### config.mk
export PLATFORM = sky130hd
export DESIGN_NAME = ws2812_rx
export DESIGN_NICKNAME = d
export VERILOG_FILES = /design/src/rtl/ws2812_rx.sv
export SDC_FILE = /design/constraint.sdc
export NUM_CORES = 1
export LEC_CHECK = 0
export ABC_AREA = 0
export BUFFER_PORTS_ARGS = -buffer_cell sky130_fd_sc_hd__buf_2
export CAP_MARGIN = 20
export CORE_UTILIZATION = 59
export CTS_CLUSTER_SIZE = 14
export DETAILED_ROUTE_END_ITERATION = 7
export GPL_TIMING_DRIVEN = 1
export PLACE_DENSITY = 0.81
export RECOVER_POWER = 50
export SLEW_MARGIN = 20
export SYNTH_ARGS = -nofsm -noshare
export SYNTH_HDL_FRONTEND = slang
export SYNTH_SLANG_ARGS = --single-unit
### constraint.sdc
create_clock -name clk_i -period 3.49 [get_ports clk_i]
set_clock_uncertainty 0.15 [all_clocks]
set_input_delay 0.698 -clock clk_i [delete_from_list [all_inputs] [get_ports clk_i]]
set_output_delay 0.698 -clock clk_i [all_outputs]
set_load 0.01 [all_outputs]
### src/rtl/ws2812_rx.sv
// ws2812_rx: decodes a WS2812 single-wire pixel stream into GRB bytes with frame bookkeeping.
// Define WS2812_RX_PASSTHRU_EN to add do_o, which forwards pixels beyond NUM_LEDS downstream.
module ws2812_rx #(
  parameter int NUM_LEDS     = 8,
  parameter int SYSTEM_CLOCK = 50000000
) (
  input  logic                        clk_i,
  input  logic                        reset_n_i,
  input  logic                        di_i,
  output logic                        pix_valid_o,
  output logic [$clog2(NUM_LEDS)-1:0] address_o,
  output logic [7:0]                  green_o,
  output logic [7:0]                  red_o,
  output logic [7:0]                  blue_o,
  output logic                        frame_done_o,
  output logic [$clog2(NUM_LEDS):0]   led_count_o,
  output logic                        busy_o,
  output logic                        err_o
`ifdef WS2812_RX_PASSTHRU_EN
  ,
  output logic                        do_o
`endif
);

  localparam int AW      = $clog2(NUM_LEDS);
  localparam int IW      = AW + 1;
  localparam int U       = SYSTEM_CLOCK / 1000000;
  localparam int T_MIN   = U * 15 / 100;
  localparam int T_SPLIT = U * 6 / 10;
  localparam int T_MAX   = U * 15 / 10;
  localparam int T_RESET = U * 50;
  localparam int CW      = $clog2(T_RESET + 1);

  localparam logic [CW-1:0] T_MIN_C     = CW'(T_MIN);
  localparam logic [CW-1:0] T_SPLIT_C   = CW'(T_SPLIT);
  localparam logic [CW-1:0] T_MAX_C     = CW'(T_MAX);
  localparam logic [CW-1:0] T_RESET_C   = CW'(T_RESET);
  localparam logic [CW-1:0] T_RESET_M1  = CW'(T_RESET - 1);
  localparam logic [IW-1:0] NUM_LEDS_C  = IW'(NUM_LEDS);

  localparam logic [1:0] ST_SYNC = 2'd0;
  localparam logic [1:0] ST_IDLE = 2'd1;
  localparam logic [1:0] ST_HIGH = 2'd2;
  localparam logic [1:0] ST_LOW  = 2'd3;

  logic          sync1_q, sync2_q, sync3_q;
  logic          rise, fall;

  logic [1:0]    state_q, state_d;
  logic [CW-1:0] cnt_q, cnt_d;
  logic [4:0]    bitcnt_q, bitcnt_d;
  logic [23:0]   shift_q, shift_d;
  logic [IW-1:0] idx_q, idx_d;
  logic          pend_q, pend_d;
  logic [AW-1:0] pend_addr_q, pend_addr_d;
  logic          busy_q, busy_d;
  logic          err_q, err_d;
  logic          frame_done_q, frame_done_d;
  logic [IW-1:0] led_count_q, led_count_d;

  logic          pix_valid_q;
  logic [AW-1:0] address_q;
  logic [7:0]    green_q, red_q, blue_q;

`ifdef WS2812_RX_PASSTHRU_EN
  logic          fwd_q, fwd_d;
`endif

  // di_i is asynchronous: only sync2_q/sync3_q may feed decode logic.
  always_ff @(posedge clk_i) begin
    if (!reset_n_i) begin
      sync1_q <= 1'b0;
      sync2_q <= 1'b0;
      sync3_q <= 1'b0;
    end else begin
      sync1_q <= di_i;
      sync2_q <= sync1_q;
      sync3_q <= sync2_q;
    end
  end

  assign rise = sync2_q & ~sync3_q;
  assign fall = ~sync2_q & sync3_q;

  // The width counter restarts at one on an edge so that it equals the level's width in cycles.
  always_comb begin
    state_d      = state_q;
    cnt_d        = cnt_q;
    bitcnt_d     = bitcnt_q;
    shift_d      = shift_q;
    idx_d        = idx_q;
    pend_d       = 1'b0;
    pend_addr_d  = pend_addr_q;
    busy_d       = busy_q;
    err_d        = err_q;
    frame_done_d = 1'b0;
    led_count_d  = led_count_q;
`ifdef WS2812_RX_PASSTHRU_EN
    fwd_d        = fwd_q;
    if (busy_q && (idx_q == NUM_LEDS_C) && !sync2_q) begin
      fwd_d = 1'b1;
    end
`endif

    case (state_q)
      ST_SYNC: begin
        if (sync2_q) begin
          cnt_d = '0;
        end else if (cnt_q >= T_RESET_M1) begin
          cnt_d   = T_RESET_C;
          state_d = ST_IDLE;
        end else begin
          cnt_d = cnt_q + 1'b1;
        end
      end

      ST_IDLE: begin
        if (rise) begin
          state_d  = ST_HIGH;
          cnt_d    = CW'(1);
          bitcnt_d = '0;
          idx_d    = '0;
          err_d    = 1'b0;
          busy_d   = 1'b1;
`ifdef WS2812_RX_PASSTHRU_EN
          fwd_d    = 1'b0;
`endif
        end
      end

      ST_HIGH: begin
        if (fall) begin
          if (cnt_q < T_MIN_C) begin
            err_d   = 1'b1;
            busy_d  = 1'b0;
            cnt_d   = '0;
            state_d = ST_SYNC;
`ifdef WS2812_RX_PASSTHRU_EN
            fwd_d   = 1'b0;
`endif
          end else begin
            shift_d = {shift_q[22:0], (cnt_q >= T_SPLIT_C)};
            cnt_d   = CW'(1);
            state_d = ST_LOW;
            if (bitcnt_q == 5'd23) begin
              bitcnt_d = '0;
              if (idx_q < NUM_LEDS_C) begin
                pend_d      = 1'b1;
                pend_addr_d = idx_q[AW-1:0];
                idx_d       = idx_q + 1'b1;
              end
            end else begin
              bitcnt_d = bitcnt_q + 1'b1;
            end
          end
        end else if (cnt_q >= T_MAX_C) begin
          err_d   = 1'b1;
          busy_d  = 1'b0;
          cnt_d   = '0;
          state_d = ST_SYNC;
`ifdef WS2812_RX_PASSTHRU_EN
          fwd_d   = 1'b0;
`endif
        end else begin
          cnt_d = cnt_q + 1'b1;
        end
      end

      ST_LOW: begin
        if (rise) begin
          state_d = ST_HIGH;
          cnt_d   = CW'(1);
        end else if (cnt_q >= T_RESET_M1) begin
          // A partial trailing pixel is dropped but flagged.
          cnt_d        = T_RESET_C;
          state_d      = ST_IDLE;
          frame_done_d = 1'b1;
          led_count_d  = idx_q;
          busy_d       = 1'b0;
          if (bitcnt_q != 5'd0) begin
            err_d = 1'b1;
          end
`ifdef WS2812_RX_PASSTHRU_EN
          fwd_d        = 1'b0;
`endif
        end else begin
          cnt_d = cnt_q + 1'b1;
        end
      end

      default: begin
        state_d = ST_SYNC;
        cnt_d   = '0;
      end
    endcase
  end

  always_ff @(posedge clk_i) begin
    if (!reset_n_i) begin
      state_q      <= ST_SYNC;
      cnt_q        <= '0;
      bitcnt_q     <= '0;
      shift_q      <= '0;
      idx_q        <= '0;
      pend_q       <= 1'b0;
      pend_addr_q  <= '0;
      busy_q       <= 1'b0;
      err_q        <= 1'b0;
      frame_done_q <= 1'b0;
      led_count_q  <= '0;
    end else begin
      state_q      <= state_d;
      cnt_q        <= cnt_d;
      bitcnt_q     <= bitcnt_d;
      shift_q      <= shift_d;
      idx_q        <= idx_d;
      pend_q       <= pend_d;
      pend_addr_q  <= pend_addr_d;
      busy_q       <= busy_d;
      err_q        <= err_d;
      frame_done_q <= frame_done_d;
      led_count_q  <= led_count_d;
    end
  end

  // Pixel publish stage; shift_q is stable here because a new bit needs a full low phase.
  always_ff @(posedge clk_i) begin
    if (!reset_n_i) begin
      pix_valid_q <= 1'b0;
      address_q   <= '0;
      green_q     <= '0;
      red_q       <= '0;
      blue_q      <= '0;
    end else begin
      pix_valid_q <= pend_q;
      if (pend_q) begin
        address_q <= pend_addr_q;
        green_q   <= shift_q[23:16];
        red_q     <= shift_q[15:8];
        blue_q    <= shift_q[7:0];
      end
    end
  end

`ifdef WS2812_RX_PASSTHRU_EN
  always_ff @(posedge clk_i) begin
    if (!reset_n_i) begin
      fwd_q <= 1'b0;
    end else begin
      fwd_q <= fwd_d;
    end
  end

  assign do_o = fwd_q & sync2_q;
`endif

  assign pix_valid_o  = pix_valid_q;
  assign address_o    = address_q;
  assign green_o      = green_q;
  assign red_o        = red_q;
  assign blue_o       = blue_q;
  assign frame_done_o = frame_done_q;
  assign led_count_o  = led_count_q;
  assign busy_o       = busy_q;
  assign err_o        = err_q;

endmodule

# Word-level counts from Yosys, hierarchy flattened
# Cells that the tools add are included.
# classes
bitwise	11
n_eq_ne	15
n_mux	44
n_div	0
magnitude_cmp	5
mul	0
n_reduce_logical	14
shift	0
n_addsub	3
# op_table
op	n
$mux W12	6
$pmux W12 S4	1
$mux W4	5
$mux W5	4
$ne A2 B2 Y1 const B	9
$mux W1	16
$mux W2	7
$add A12 B1 Y12 const B	1
$ge A12 B12 Y1 const B	1
$ge A12 B5 Y1 const B	1
$ge A12 B7 Y1 const B	1
$lt A12 B3 Y1 const B	1
$reduce_and A6 Y1	2
$pmux W5 S2	1
$not A1 Y1	9
$reduce_and A3 Y1	3
$pmux W2 S4	1
$pmux W4 S2	1
$reduce_and A7 Y1	1
$ne A3 B3 Y1 const B	2
$pmux W1 S3	2
$add A5 B1 Y5 const B	1
$eq A5 B5 Y1 const B	1
$reduce_and A5 Y1	1
other kinds (12)	14
# totals
output_inout_bits	35
input_bits	3
reg_bits	89
wordCells	111
mem_bits_rw	0
rom_bits	0
latch_bits	0
n_memories	0

# Longest topological paths before layout
# depth
ltp_word	6
mapped_depth	8

# Least setup slack after synthesis
# Ideal clock, no wire load.
# synth_timing
path_type	register -> register
startpoint	register cnt_q[0]
endpoint	register shift_q[10]
setup_time_ps	132
n_path_buf	2
required_time_ps	3208
path_stages_with_launch	9
t_arrival_ps	1784
setup_slack_ps	1424
cell_sequence	dfxtp_1 ha_1 a2111oi_4 a31oi_4 and2_0 buf_2 buf_2 nand2_1 a21oi_1
# synth_between
elab_chain_cells	3
# synth_rtl
element	line	source
from (decl)	50	logic [CW-1:0] cnt_q, cnt_d;
from (signal assigned)	213	cnt_q <= cnt_d;
$lt A12 B3 Y1	133	if (cnt_q < T_MIN_C) begin
$not A1 Y1 (no line)	n/a	
$reduce_and A3 Y1 (no line)	n/a	
to (signal assigned)	215	shift_q <= shift_d;
to (decl)	52	logic [23:0] shift_q, shift_d;
# Every way passes these cells.
# A chain may end at the register's enable or synchronous reset.

==> results.tsv <==
stage	metric	value	unit
critical_path	R2R cell count	6	
detailed_routing	initial drt markers	270	
critical_path	CP Launch Type	input pin	
synthesis	post-synthesis sequential area ratio	47.4	%
final_layout	commonest non-fill, non-tap cell in the layout	dfxtp_1	
critical_path	Crit-path slowest cell	clkbuf_2	
clocking	CTS max path bufs	2	
clocking	total setup buffers inserted after CTS	0	
power_and_ir_drop	power density cells	427	nW/µm²
grt	met2 usage	39.4	%
clocking	Num CTS Buffers	9	
critical_path	CP Cell Sequence	clkbuf_1 > inv_2 > clkbuf_2 > nor2_1 > o211ai_1 > o31ai_1	
floorplanning	Rows	28	
floorplanning	full die area	6700	µm²
final_layout	ant diodes	0	
grt	GRT Util Overall	25.5	%
synthesis	largest family of logic cells by synthesized area	simple AND/OR/NAND/NOR gates	
detailed_routing	DR vias	3098	
synthesis	post-synthesis compound-gate area fraction	13.4	%
place	post-placement cell count	520	
clocking	clock sink total	89	
clocking	post-CTS sizing	0	
status	status	finished, final reports clean	
power_and_ir_drop	Design Power	1.75	mW
place	dpl ws	0.621	ns
timing	maximum clock frequency	363	MHz
synthesis	XOR/XNOR Fraction of Synth Area	1.16	%
critical_path	Setup CP Type	in2reg	
min_path	hold path depth	1	
critical_path	worst r2r src	cnt_q[0]$_SDFFE_PN0N_	
final_layout	final net count	464	
final_layout	Layout area overhead	9.38	%
clocking	H-tree depth	3	
timing	Final WS setup	0.735	ns
floorplanning	Core ar.	6030	µm²
synthesis	post-synthesis async set-or-reset flop share	0	%
min_path	worst min path class	reg2reg	
timing	Min Hold Slack	0.292	ns
detailed_routing	drt total wl	7820	µm
synthesis	Net Count, Synth	436	
timing	Final Hold Vio Count	0	
grt	met3 global-route usage	5.00	%
floorplanning	I/O pin total	38	
timing	crit path time final	2.75	ns
grt	vias in the first global route	2791	
clocking	Clock Tree Root	clkbuf_8	
detailed_routing	WL/cell	14.6	µm
synthesis	Syn Inst Count	428	
synthesis	synth warn	0	
floorplanning	Die Wd	81.8	µm
place	GPL Wtd Cong	0.898	
critical_path	Worst Path Max Fanout	64	
final_layout	final core occ	68.3	%
timing	final worst path period share	78.9	%
timing	Slew Limit Fails	0	
timing	RSZ-0062 raised after global routing	no	
critical_path	Crit. Startpoint	reset_n_i	
clocking	hold_buf cts	0	
final_layout	most frequent cells in the layout	dfxtp_1 (89), nand2_1 (67), nor2_1 (61), mux2i_1 (36), clkbuf_1 (36)	
synthesis	adder-cell share of the synthesized area	1.66	%
final_layout	layout cell share with drive strength beyond 1	7.81	%
timing	Slew Limit Headroom	18.1	%
min_path	Hold Crit Start	sync1_q$_SDFF_PN0_	
synthesis	flops & latches, synth	89	
detailed_routing	first-pass detailed-route iteration total	4	
power_and_ir_drop	Pleak	1.42	nW
final_layout	fin area	4110	µm²
place	port bufs	37	
grt	global route total overflow	0	
grt	largest net degree at the start of global routing	65	
power_and_ir_drop	VDD IR max	0.298	mV
timing	final setup fails	0	
final_layout	fillers	514	
synthesis	Synth Flop Type	dfxtp_1	
min_path	Hold Crit Endpoint	sync2_q$_SDFF_PN0_	
critical_path	Critical Path RT	3.62	ns
grt	global-route wire length before repair	13200	µm
floorplanning	Vert. Die Dim	81.8	µm
critical_path	CP max stage delay	0.73	ns
critical_path	RR Endpoint	shift_q[0]$_SDFFE_PN0P_	
synthesis	Post-Syn Area per Cell	8.78	µm²
clocking	Clock Pin Slew Worst Setup and Hold Paths	0.09	ns
critical_path	R2R Setup Slk	0.85	ns
timing	Worst-Margin Slew	1.23	ns
floorplanning	Starting Density	62.4	%
grt	initial antenna violation count	0	
grt	GR Layer Usage met1	34.0	%
detailed_routing	drt drc	0	
critical_path	Critical Path AT	2.89	ns
synthesis	simple-gate share of the synthesized area	23.2	%
place	placed instance area	3960	µm²
synthesis	Syn Std Cell Area	3760	µm²
synthesis	Cell variety after synth	53	
final_layout	Layout Cells excl Fill	536	
clocking	CTS tree	yes	
synthesis	Post-synth EDFFs	0	
timing	setup TNS	0	ns
detailed_routing	vias per inst	5.78	
critical_path	Worst Setup End Kind	register	
run	total of max-cap violations	0	
grt	GR peak layer	met2	
detailed_routing	Final ANT Viol Nets	0	
clocking	worst-skew pair later-pin latency	0.36	ns
place	DP HPWL	5180	µm
synthesis	post-synthesis mux area share	9.58	%
worst max-delay path by stage:
| stage | to | slack [ns] |
|---|---|---|
| final | bitcnt_q[4]$_SDFFE_PN0P_ | 0.74 |
| after global routing | bitcnt_q[4]$_SDFFE_PN0P_ | 0.45 |
| after CTS | shift_q[0]$_SDFFE_PN0P_ | 0.59 |
| after detailed placement | shift_q[0]$_SDFFE_PN0P_ | 0.62 |
| after global placement | shift_q[0]$_SDFFE_PN0P_ | 0.70 |
| after floorplan | shift_q[10]$_SDFFE_PN0P_ | 1.42 |
critical path, delay by kind of cell:
family | cells | cell delay [ns]
compound gates | 2 | 0.22
buf+inv | 3 | 1.51
simple gates | 1 | 0.45
report_power, final:
| part | switching [mW] | total (mW) | internal [mW] |
|---|---|---|---|
| Clock | 0.409 | 0.688 | 0.280 |
| Sequential | 0.00599 | 1.02 | 1.02 |
| Combinational | 0.0306 | 0.0413 | 0.0107 |
| Total | 0.445 | 1.75 | 1.31 |
cells by family after synthesis:
logic type,Yosys count
buf+inv,32
xor+xnor,5
flops,89
fa+ha+maj,5
mux,36
simple gates,189
compound gates,72
area by class of cell:
class	instances	area [µm²]	share of cell area, %
clock buffer	9	124	3.01
sequential	89	1780	43.3
inverter	8	30.0	0.730
multi-input combinational	307	1840	44.8
clock inverter	7	72.6	1.76
tap	75	93.8	2.28
timing repair buffer	41	168	4.08
layer usage:
metal	part of all wire (%)	vias to the layer above
met2	48	106
met3	5.4	9
li1	-	1543
met4	1.4	0
met1	45	1440
met5	0	-
state kept, by name, indices dropped and copies added (netlist names), 2 cells and up:
signal / cells
state_q: 2
green_o: 8
cnt_q: 12
shift_q: 24
red_o: 8
blue_o: 8
idx_q: 4
led_count_o: 4
address_o: 3
pend_addr_q: 3
bitcnt_q: 5
cell usage after synthesis (5+ instances only):
master / instances / area [µm²]
nand4_1: 6 / 37.5
dfxtp_1: 89 / 1780
o211ai_1: 7 / 52.6
ha_1: 5 / 62.6
buf_2: 12 / 60.1
buf_1: 5 / 18.8
nor3_1: 8 / 40.0
nor2b_1: 5 / 31.3
nand3_1: 16 / 80.1
nand2_1: 67 / 251
inv_1: 7 / 26.3
clkbuf_1: 7 / 26.3
nor2_1: 61 / 229
a21oi_1: 29 / 145
mux2i_1: 36 / 360
o21ai_0: 8 / 40.0
and2_1: 6 / 37.5
Power figures use the tool's default switching activity.
